===== src/rtl/div_arbiter.sv =====
// rtl/div_arbiter.sv - round-robin arbiter sharing one sequential signed divider between two ports
//
// Purpose: grants one of two requesters access to a start/done signed divider,
// launches the operation, captures the result (or a watchdog abort) into the
// granted port's result registers and pulses that port's done.
//
// Ports:
//   clk, reset                  clock, synchronous active-low reset
//   req0/req1                   level requests, held until the matching done
//   a0/b0, a1/b1                per-port signed dividend/divisor
//   done0/done1                 one-cycle completion pulses
//   q0/r0, q1/r1                per-port quotient/remainder, held until next completion
//   err0/err1                   per-port error qualifier (timeout or divide-by-zero bypass)
//   busy                        high whenever the arbiter is not idle
//   div_start, div_a, div_b     divider launch pulse and latched operands
//   div_quotient/div_remainder  divider results
//   div_done                    divider completion, only honoured while waiting
//
// Build option: DIV_ZERO_BYPASS_EN - a granted request with divisor 0 is
// answered immediately with q=r=0, err=1 and never reaches the divider.

module div_arbiter #(
  parameter int WIDTH     = 8,
  parameter int RES_WIDTH = 16,
  parameter int TIMEOUT   = 64
) (
  input  logic                        clk,
  input  logic                        reset,
  input  logic                        req0,
  input  logic                        req1,
  input  logic signed [WIDTH-1:0]     a0,
  input  logic signed [WIDTH-1:0]     b0,
  input  logic signed [WIDTH-1:0]     a1,
  input  logic signed [WIDTH-1:0]     b1,
  output logic                        done0,
  output logic                        done1,
  output logic signed [RES_WIDTH-1:0] q0,
  output logic signed [RES_WIDTH-1:0] r0,
  output logic signed [RES_WIDTH-1:0] q1,
  output logic signed [RES_WIDTH-1:0] r1,
  output logic                        err0,
  output logic                        err1,
  output logic                        busy,
  output logic                        div_start,
  output logic signed [WIDTH-1:0]     div_a,
  output logic signed [WIDTH-1:0]     div_b,
  input  logic signed [RES_WIDTH-1:0] div_quotient,
  input  logic signed [RES_WIDTH-1:0] div_remainder,
  input  logic                        div_done
);

  typedef enum logic [1:0] {
    S_IDLE  = 2'd0,
    S_ISSUE = 2'd1,
    S_WAIT  = 2'd2,
    S_RESP  = 2'd3
  } state_e;

  // Last WAIT cycle index before the watchdog gives up.
  localparam logic [7:0] CNT_LAST = 8'(TIMEOUT - 1);

  state_e                      state_q, state_d;
  logic                        last_q, last_d;
  logic                        gnt_q, gnt_d;
  logic [7:0]                  cnt_q, cnt_d;
  logic signed [WIDTH-1:0]     div_a_q, div_a_d;
  logic signed [WIDTH-1:0]     div_b_q, div_b_d;
  logic signed [RES_WIDTH-1:0] q0_q, q0_d, r0_q, r0_d;
  logic signed [RES_WIDTH-1:0] q1_q, q1_d, r1_q, r1_d;
  logic                        err0_q, err0_d, err1_q, err1_d;

  logic                        win;
  logic signed [WIDTH-1:0]     win_a;
  logic signed [WIDTH-1:0]     win_b;
  logic                        cap_en;
  logic signed [RES_WIDTH-1:0] cap_quo;
  logic signed [RES_WIDTH-1:0] cap_rem;
  logic                        cap_err;

  always_comb begin
    state_d = state_q;
    last_d  = last_q;
    gnt_d   = gnt_q;
    cnt_d   = cnt_q;
    div_a_d = div_a_q;
    div_b_d = div_b_q;
    q0_d    = q0_q;
    r0_d    = r0_q;
    q1_d    = q1_q;
    r1_d    = r1_q;
    err0_d  = err0_q;
    err1_d  = err1_q;
    cap_en  = 1'b0;
    cap_quo = div_quotient;
    cap_rem = div_remainder;
    cap_err = 1'b0;

    // On a tie the port that was not served last wins; a lone request wins outright.
    win   = (req0 && req1) ? ~last_q : req1;
    win_a = win ? a1 : a0;
    win_b = win ? b1 : b0;

    case (state_q)
      S_IDLE: begin
        if (req0 || req1) begin
          gnt_d = win;
`ifdef DIV_ZERO_BYPASS_EN
          if (win_b == '0) begin
            cap_en  = 1'b1;
            cap_quo = '0;
            cap_rem = '0;
            cap_err = 1'b1;
            state_d = S_RESP;
          end else begin
            div_a_d = win_a;
            div_b_d = win_b;
            state_d = S_ISSUE;
          end
`else
          div_a_d = win_a;
          div_b_d = win_b;
          state_d = S_ISSUE;
`endif
        end
      end
      S_ISSUE: begin
        cnt_d   = '0;
        state_d = S_WAIT;
      end
      S_WAIT: begin
        // A result arriving on the final watchdog cycle still wins over the abort.
        if (div_done) begin
          cap_en  = 1'b1;
          state_d = S_RESP;
        end else if (cnt_q == CNT_LAST) begin
          cap_en  = 1'b1;
          cap_quo = '0;
          cap_rem = '0;
          cap_err = 1'b1;
          state_d = S_RESP;
        end else begin
          cnt_d = cnt_q + 8'd1;
        end
      end
      S_RESP: begin
        last_d  = gnt_q;
        state_d = S_IDLE;
      end
      default: state_d = S_IDLE;
    endcase

    // Capture targets gnt_d so the bypass path (granted this same cycle) lands correctly.
    if (cap_en) begin
      if (gnt_d) begin
        q1_d   = cap_quo;
        r1_d   = cap_rem;
        err1_d = cap_err;
      end else begin
        q0_d   = cap_quo;
        r0_d   = cap_rem;
        err0_d = cap_err;
      end
    end
  end

  always_ff @(posedge clk) begin
    if (!reset) begin
      state_q <= S_IDLE;
      last_q  <= 1'b1;
      gnt_q   <= 1'b0;
      cnt_q   <= '0;
      div_a_q <= '0;
      div_b_q <= '0;
      q0_q    <= '0;
      r0_q    <= '0;
      q1_q    <= '0;
      r1_q    <= '0;
      err0_q  <= 1'b0;
      err1_q  <= 1'b0;
    end else begin
      state_q <= state_d;
      last_q  <= last_d;
      gnt_q   <= gnt_d;
      cnt_q   <= cnt_d;
      div_a_q <= div_a_d;
      div_b_q <= div_b_d;
      q0_q    <= q0_d;
      r0_q    <= r0_d;
      q1_q    <= q1_d;
      r1_q    <= r1_d;
      err0_q  <= err0_d;
      err1_q  <= err1_d;
    end
  end

  assign busy      = (state_q != S_IDLE);
  assign div_start = (state_q == S_ISSUE);
  assign done0     = (state_q == S_RESP) && !gnt_q;
  assign done1     = (state_q == S_RESP) &&  gnt_q;
  assign div_a     = div_a_q;
  assign div_b     = div_b_q;
  assign q0        = q0_q;
  assign r0        = r0_q;
  assign q1        = q1_q;
  assign r1        = r1_q;
  assign err0      = err0_q;
  assign err1      = err1_q;

endmodule


===== config.mk =====
export PLATFORM = sky130hd
export DESIGN_NAME = div_arbiter
export DESIGN_NICKNAME = d
export VERILOG_FILES = /design/src/rtl/div_arbiter.sv
export SDC_FILE = /design/constraint.sdc
export NUM_CORES = 1
export LEC_CHECK = 0
export ABC_AREA = 1
export BUFFER_PORTS_ARGS = -buffer_cell sky130_fd_sc_hd__buf_2
export CELL_PAD_IN_SITES_DETAIL_PLACEMENT = 2
export CELL_PAD_IN_SITES_GLOBAL_PLACEMENT = 2
export CORE_MARGIN = 3
export CORE_UTILIZATION = 27
export DETAILED_ROUTE_END_ITERATION = 8
export PLACE_DENSITY_LB_ADDON = 0.1
export SLEW_MARGIN = 20
export SYNTH_ARGS = -nofsm -noshare
export SYNTH_HDL_FRONTEND = slang
export SYNTH_SLANG_ARGS = --single-unit

===== constraint.sdc =====
create_clock -name clk -period 3.4 [get_ports clk]
set_input_delay 0 -clock clk [delete_from_list [all_inputs] [get_ports clk]]
set_output_delay 0 -clock clk [all_outputs]
set_load 0.02 [all_outputs]

---- Word level (Yosys, flattened, before mapping) ----
Cells that the tools add are included.
operators by class
  add/subtract/negate cells ............... 1
  eq/ne operators ......................... 8
  mux-type cells .......................... 23
  bitwise gates (word level) .............. 2
  reduce and logical (&&, ||, !) cells .... 13
operators by type and width
  operator                                       count
  2-to-1 mux 16 bit                              6
  2-to-1 mux 8 bit                               4
  case mux 8 bit (2 select lines)                1
  adder 8 x 1 -> 8 bit, second input constant    1
  == test 8 x 6 -> 1 bit, second input constant  1
  2-to-1 mux 1 bit                               8
  case mux 2 bit (4 select lines)                1
  AND reduction 2 bit                            4
  2-to-1 mux 2 bit                               3
  inequality test 2 bit, second input constant   3
  == test 2 bit, second input constant           2
  nonzero test 2 bit                             2
  logical AND 1 bit                              3
  inequality test 3 bit, second input constant   1
  AND reduction 3 bit                            1
  == test 2 x 1 -> 1 bit, second input constant  1
  logical NOT 2 bit                              1
  NOT 1 bit                                      2
  logical NOT 1 bit                              1
  logical OR 1 bit                               1
word-level totals
  flip-flop bits (word level) ............. 94
  output and inout bits ................... 86
  word-level logic and storage cells ...... 59

---- Longest topological paths before layout ----
  depth after elaboration ................. 6
  depth in mapped cells ................... 11
  depth with buffers taken out ............ 9

---- Least setup slack after synthesis ----
OpenSTA, ideal clock, no wires.
  kind .................................... register -> register
  start ................................... register state_q[0]
  end ..................................... register q1_q[15] (netlist: q1[15])
  arrival time ............................ 1.504 ns
  required time ........................... 3.284 ns
  path slack .............................. 1.780 ns
  stages on the path, launching flop included .. 11
  buffers on the path ..................... 1
  period minus slack after synthesis ...... 1.620 ns
  path through ............................ dfxtp_1 inv_1 ha_1 inv_2 nor2_1 nand3_1 buf_2 nand2_1 inv_1 o21ai_0 nor2_1
on the way
  cells in the longest elaborated chain, start to end .. 3
  elaborated cells between the ends (all ways) .. 6
ends and longest elaborated chain
  what                                                line  source
  from (decl)                                         62    state_e state_q, state_d;
  from (signal assigned)                              181   state_q <= state_d;
  == test 2 bit or logical NOT 2 bit (tied branches)  103   case (state_q)
  2-to-1 mux 1 bit                                    103
  AND reduction 2 bit (no source line)                -
  to (signal assigned)                                189   q1_q <= q1_d;
  to (decl)                                           69    logic signed [RES_WIDTH-1:0] q1_q, q1_d, r1_q, r1_d;
Several ways; a longest one is shown, not always the timed one.
A chain may end at the register's enable or synchronous reset.

---- Worst setup path after layout ----
  start ................................... register state_q[0]
  end ..................................... register div_b_q[0] (netlist: div_b[0])
on the way
  cells in the longest elaborated chain, start to end .. 2
ends and longest elaborated chain
  what                                  line  source
  logical NOT 2 bit                     103
  AND reduction 2 bit (no source line)  -
  to (signal assigned)                  186   div_b_q <= div_b_d;
  to (decl)                             67    logic signed [WIDTH-1:0] div_b_q, div_b_d;
No other way between the ends.

==> flow_metrics.tcl <==
set metrics [dict create \
    fin_crit_sh_pct 75.80 \
    regToRegEndpoint "div_b[0]$_SDFFE_PN0P_" \
    endpoint_kind "flop" \
    die_area_mm2 0.01633 \
    cellPowerDensity_mw_per_mm2 640.7 \
    ios 155 \
    peakVddDrop_mv 0.2706 \
    fmax_ghz 0.3880 \
    vias_per_cell 4.646 \
    min_from "div_quotient[13]" \
    avgSynthCellArea_um2 6.915 \
    synth_area_leaders "dfxtp_1 47%, nor2_1 13%, nand2_1 12%" \
    slew_headroom_pct 42.14 \
    die_h_um 127.8 \
    antenna_found_initial 0 \
    htreeDepth 3 \
    drive_gt1_share_pct 24.27 \
    worst_hold_path.num_cells 5 \
    n_antenna_cell 0 \
    dp_hpwl_mm 10.10 \
    worstRegToRegCells 7 \
    crit_required_ps 3680 \
    firstDrtPassIters 4 \
    highest_layer "met4" \
    critPathKind "flop to flop" \
    cp_max_fo 32 \
    root_buffer "clkbuf_16" \
    timing.rr.start "state_q[0]$_SDFFE_PN0P_" \
    start_util_pct 28.19 \
    setup_violations 0 \
    path_buf_inv 3 \
    rsz0062_at_grt "false" \
    utilization_pct 38.64 \
    tns_ps 0 \
    design.core.area_mm2 0.01420 \
    grt_max_degree 47 \
    dp.cells 887 \
    critical_path_depth 7 \
    fin_crit_ps 2577 \
    clkLatencyLatePin_ps 340 \
    yosysTopAreaCell "dfxtp_1" \
    grt_pass1_vias 4695 \
    drtIter0Drc 143 \
    r2r_setup_slack_ps 820 \
    grt_pass1_wl_mm 23.76 \
    holdPathEnd "q0[13]$_SDFFE_PN0P_" \
    hold_viol_final 0 \
    clock_sinks 94 \
    cp_cell_sequence "inv_1, ha_1, o21ai_1, inv_1, o21ai_0, a31oi_1, dlygate4sd3_1" \
    syn2layout_area_growth_pct 37.06 \
    ys_warn_count 0 \
    crit_start "state_q[0]$_SDFFE_PN0P_" \
    port_buffers 154 \
    tightest_slew_ps 867.0 \
    rows 43 \
    drv_cap 0 \
    n_fill_cell 1699 \
    drc 0 \
    slowest_delay_ps 660 \
    final_cells 934 \
    hold_path.class "input pin to flop" \
    nNetsFinal 824 \
    wl_per_cell_um 15.80 \
    synthesis.area_mm2 0.004004 \
    ys_seq_elements 94 \
    crit_path_frequent_cell "inv_1" \
    status "complete, no violations" \
    ys_seq_area_share_pct 47.00 \
    arrival_ps 2850 \
    maxSlewViolCount 0 \
    dieWidth_um 127.8 \
    grt-ovfl-total 0 \
    synthesis.nets 653 \
    numCtsBuffers 9 \
    post_cts_buffers 0 \
    ctsResizeCount 0 \
    clk_pin_slew_ps 70 \
    globalplace.congestion 0.7289 \
    cts_buffer_depth 2 \
    drt-met1-wl_mm 6.083 \
    start_kind "flop" \
    dr_wl_met2_mm 7.620 \
    hold_buffers 32 \
    yosysTopAreaCellShare_pct 47.00 \
    grt_usage_pct 18.13 \
    slowest_stage "inv_1" \
    skew_ps 8.490 \
    vias 4339 \
    leakage_uw 0.002845 \
    wl_met3_um 851 \
    cp_top_family "buffers and inverters" \
    drt_wl_total_mm 14.75 \
    netlist-cell-type-count 25 \
    syn-instance-count 579 \
    ant_nets 0 \
    cts_tree "done" \
]
## worst max path at each step
stage	endpoint	slack [ps]
2_1_floorplan	q1[15]$_SDFFE_PN0P_	1780
4_1_cts	div_a[6]$_SDFFE_PN0P_	930
3_3_place_gp	q1[0]$_SDFFE_PN0P_	1370
6_report	div_b[0]$_SDFFE_PN0P_	820
5_1_grt	div_b[6]$_SDFFE_PN0P_	640
3_5_place_dp	r1[9]$_SDFFE_PN0P_	1190
## layout by cell type, fill, tap and decap left out
cell type / count
nand2_4: 1
inv_2: 3
nor2_4: 1
xnor2_1: 2
nand4_1: 2
nand2_2: 4
dfxtp_1: 94
nor2_1: 141
a31oi_1: 16
buf_4: 3
inv_1: 59
nand3_2: 1
o21ai_0: 60
nand2_1: 124
clkbuf_1: 1
clkbuf_8: 2
clkinv_1: 1
clkinv_2: 1
nor2_2: 1
clkinv_4: 1
nand3_1: 8
ha_1: 5
buf_2: 154
dlygate4sd3_1: 32
bufinv_16: 1
a21oi_2: 1
a21oi_1: 12
o21ai_1: 14
clkbuf_16: 9
## through the flow
stage          power, uW  cell area [um^2]  setup slack, ps  hold WS (ps)
2_1_floorplan       2034              4004             1780         160.9
3_3_place_gp        2350              4867             1373         272.1
3_5_place_dp        2394              4867             1186         285.2
4_1_cts             3549              5488            928.2         4.241
5_1_grt             3753              5488            636.4         36.11
6_report            3516              5488            822.8         12.64
## synth_stat cells
library cell / number
nor2_1: 141
nand2_1: 124
dfxtp_1: 94
o21ai_0: 60
inv_1: 59
a31oi_1: 16
clkbuf_1: 14
o21ai_1: 14
a21oi_1: 12
nand3_1: 8
buf_2: 7
ha_1: 5
buf_6: 4
nand2_2: 4
inv_2: 3
buf_1: 2
buf_4: 2
nand4_1: 2
xnor2_1: 2
a21oi_2: 1
clkinv_1: 1
nand2_4: 1
nand3_2: 1
nor2_2: 1
nor2_4: 1
## flip-flops by register name, indices dropped and copies added (netlist names), 2 cells and up
signal	flops
r0	16
div_a	8
cnt_q	8
div_b	8
q0	16
state_q	2
r1	16
q1	16
## layer usage
metal	GRT usage [%]	up-vias
met4	5.743	0
met2	33.03	101
met3	4.333	17
met5	0	-
met1	20.82	2088
li1	-	2133
## cells by family (layout without fill, tap and decap cells)
logic type	count (synthesis)	in the layout	share of synthesized area [%]
simple gates	283	283	27.75
buf+inv	92	267	9.781
fa+ha+maj	5	5	1.563
compound gates	103	103	13.47
flops	94	94	47.00
xor+xnor	2	2	0.4376
## cell type report
type	count	area (um^2)	share of cell area, %
Timing Repair Buffer	189	1114	20.29
Clock inverter	3	43.79	0.7980
Sequential cell	94	1882	34.29
Tap cell	180	225.2	4.104
Clock buffer	12	256.5	4.674
Multi-Input combinational cell	393	1730	31.53
Inverter	63	236.5	4.309
## tightest hold or removal path, stage by stage
cell and delay, ps:
buf_2 80, nand2_1 50, inv_1 60, nor2_1 40, nor2_1 80
## report_power, final
part | internal [uW] | switching [uW]
clock network | 607 | 430
logic | 392 | 733
registers | 1260 | 90.2
total | 2260 | 1250
Note: power is estimated with default switching activity, not from simulation.
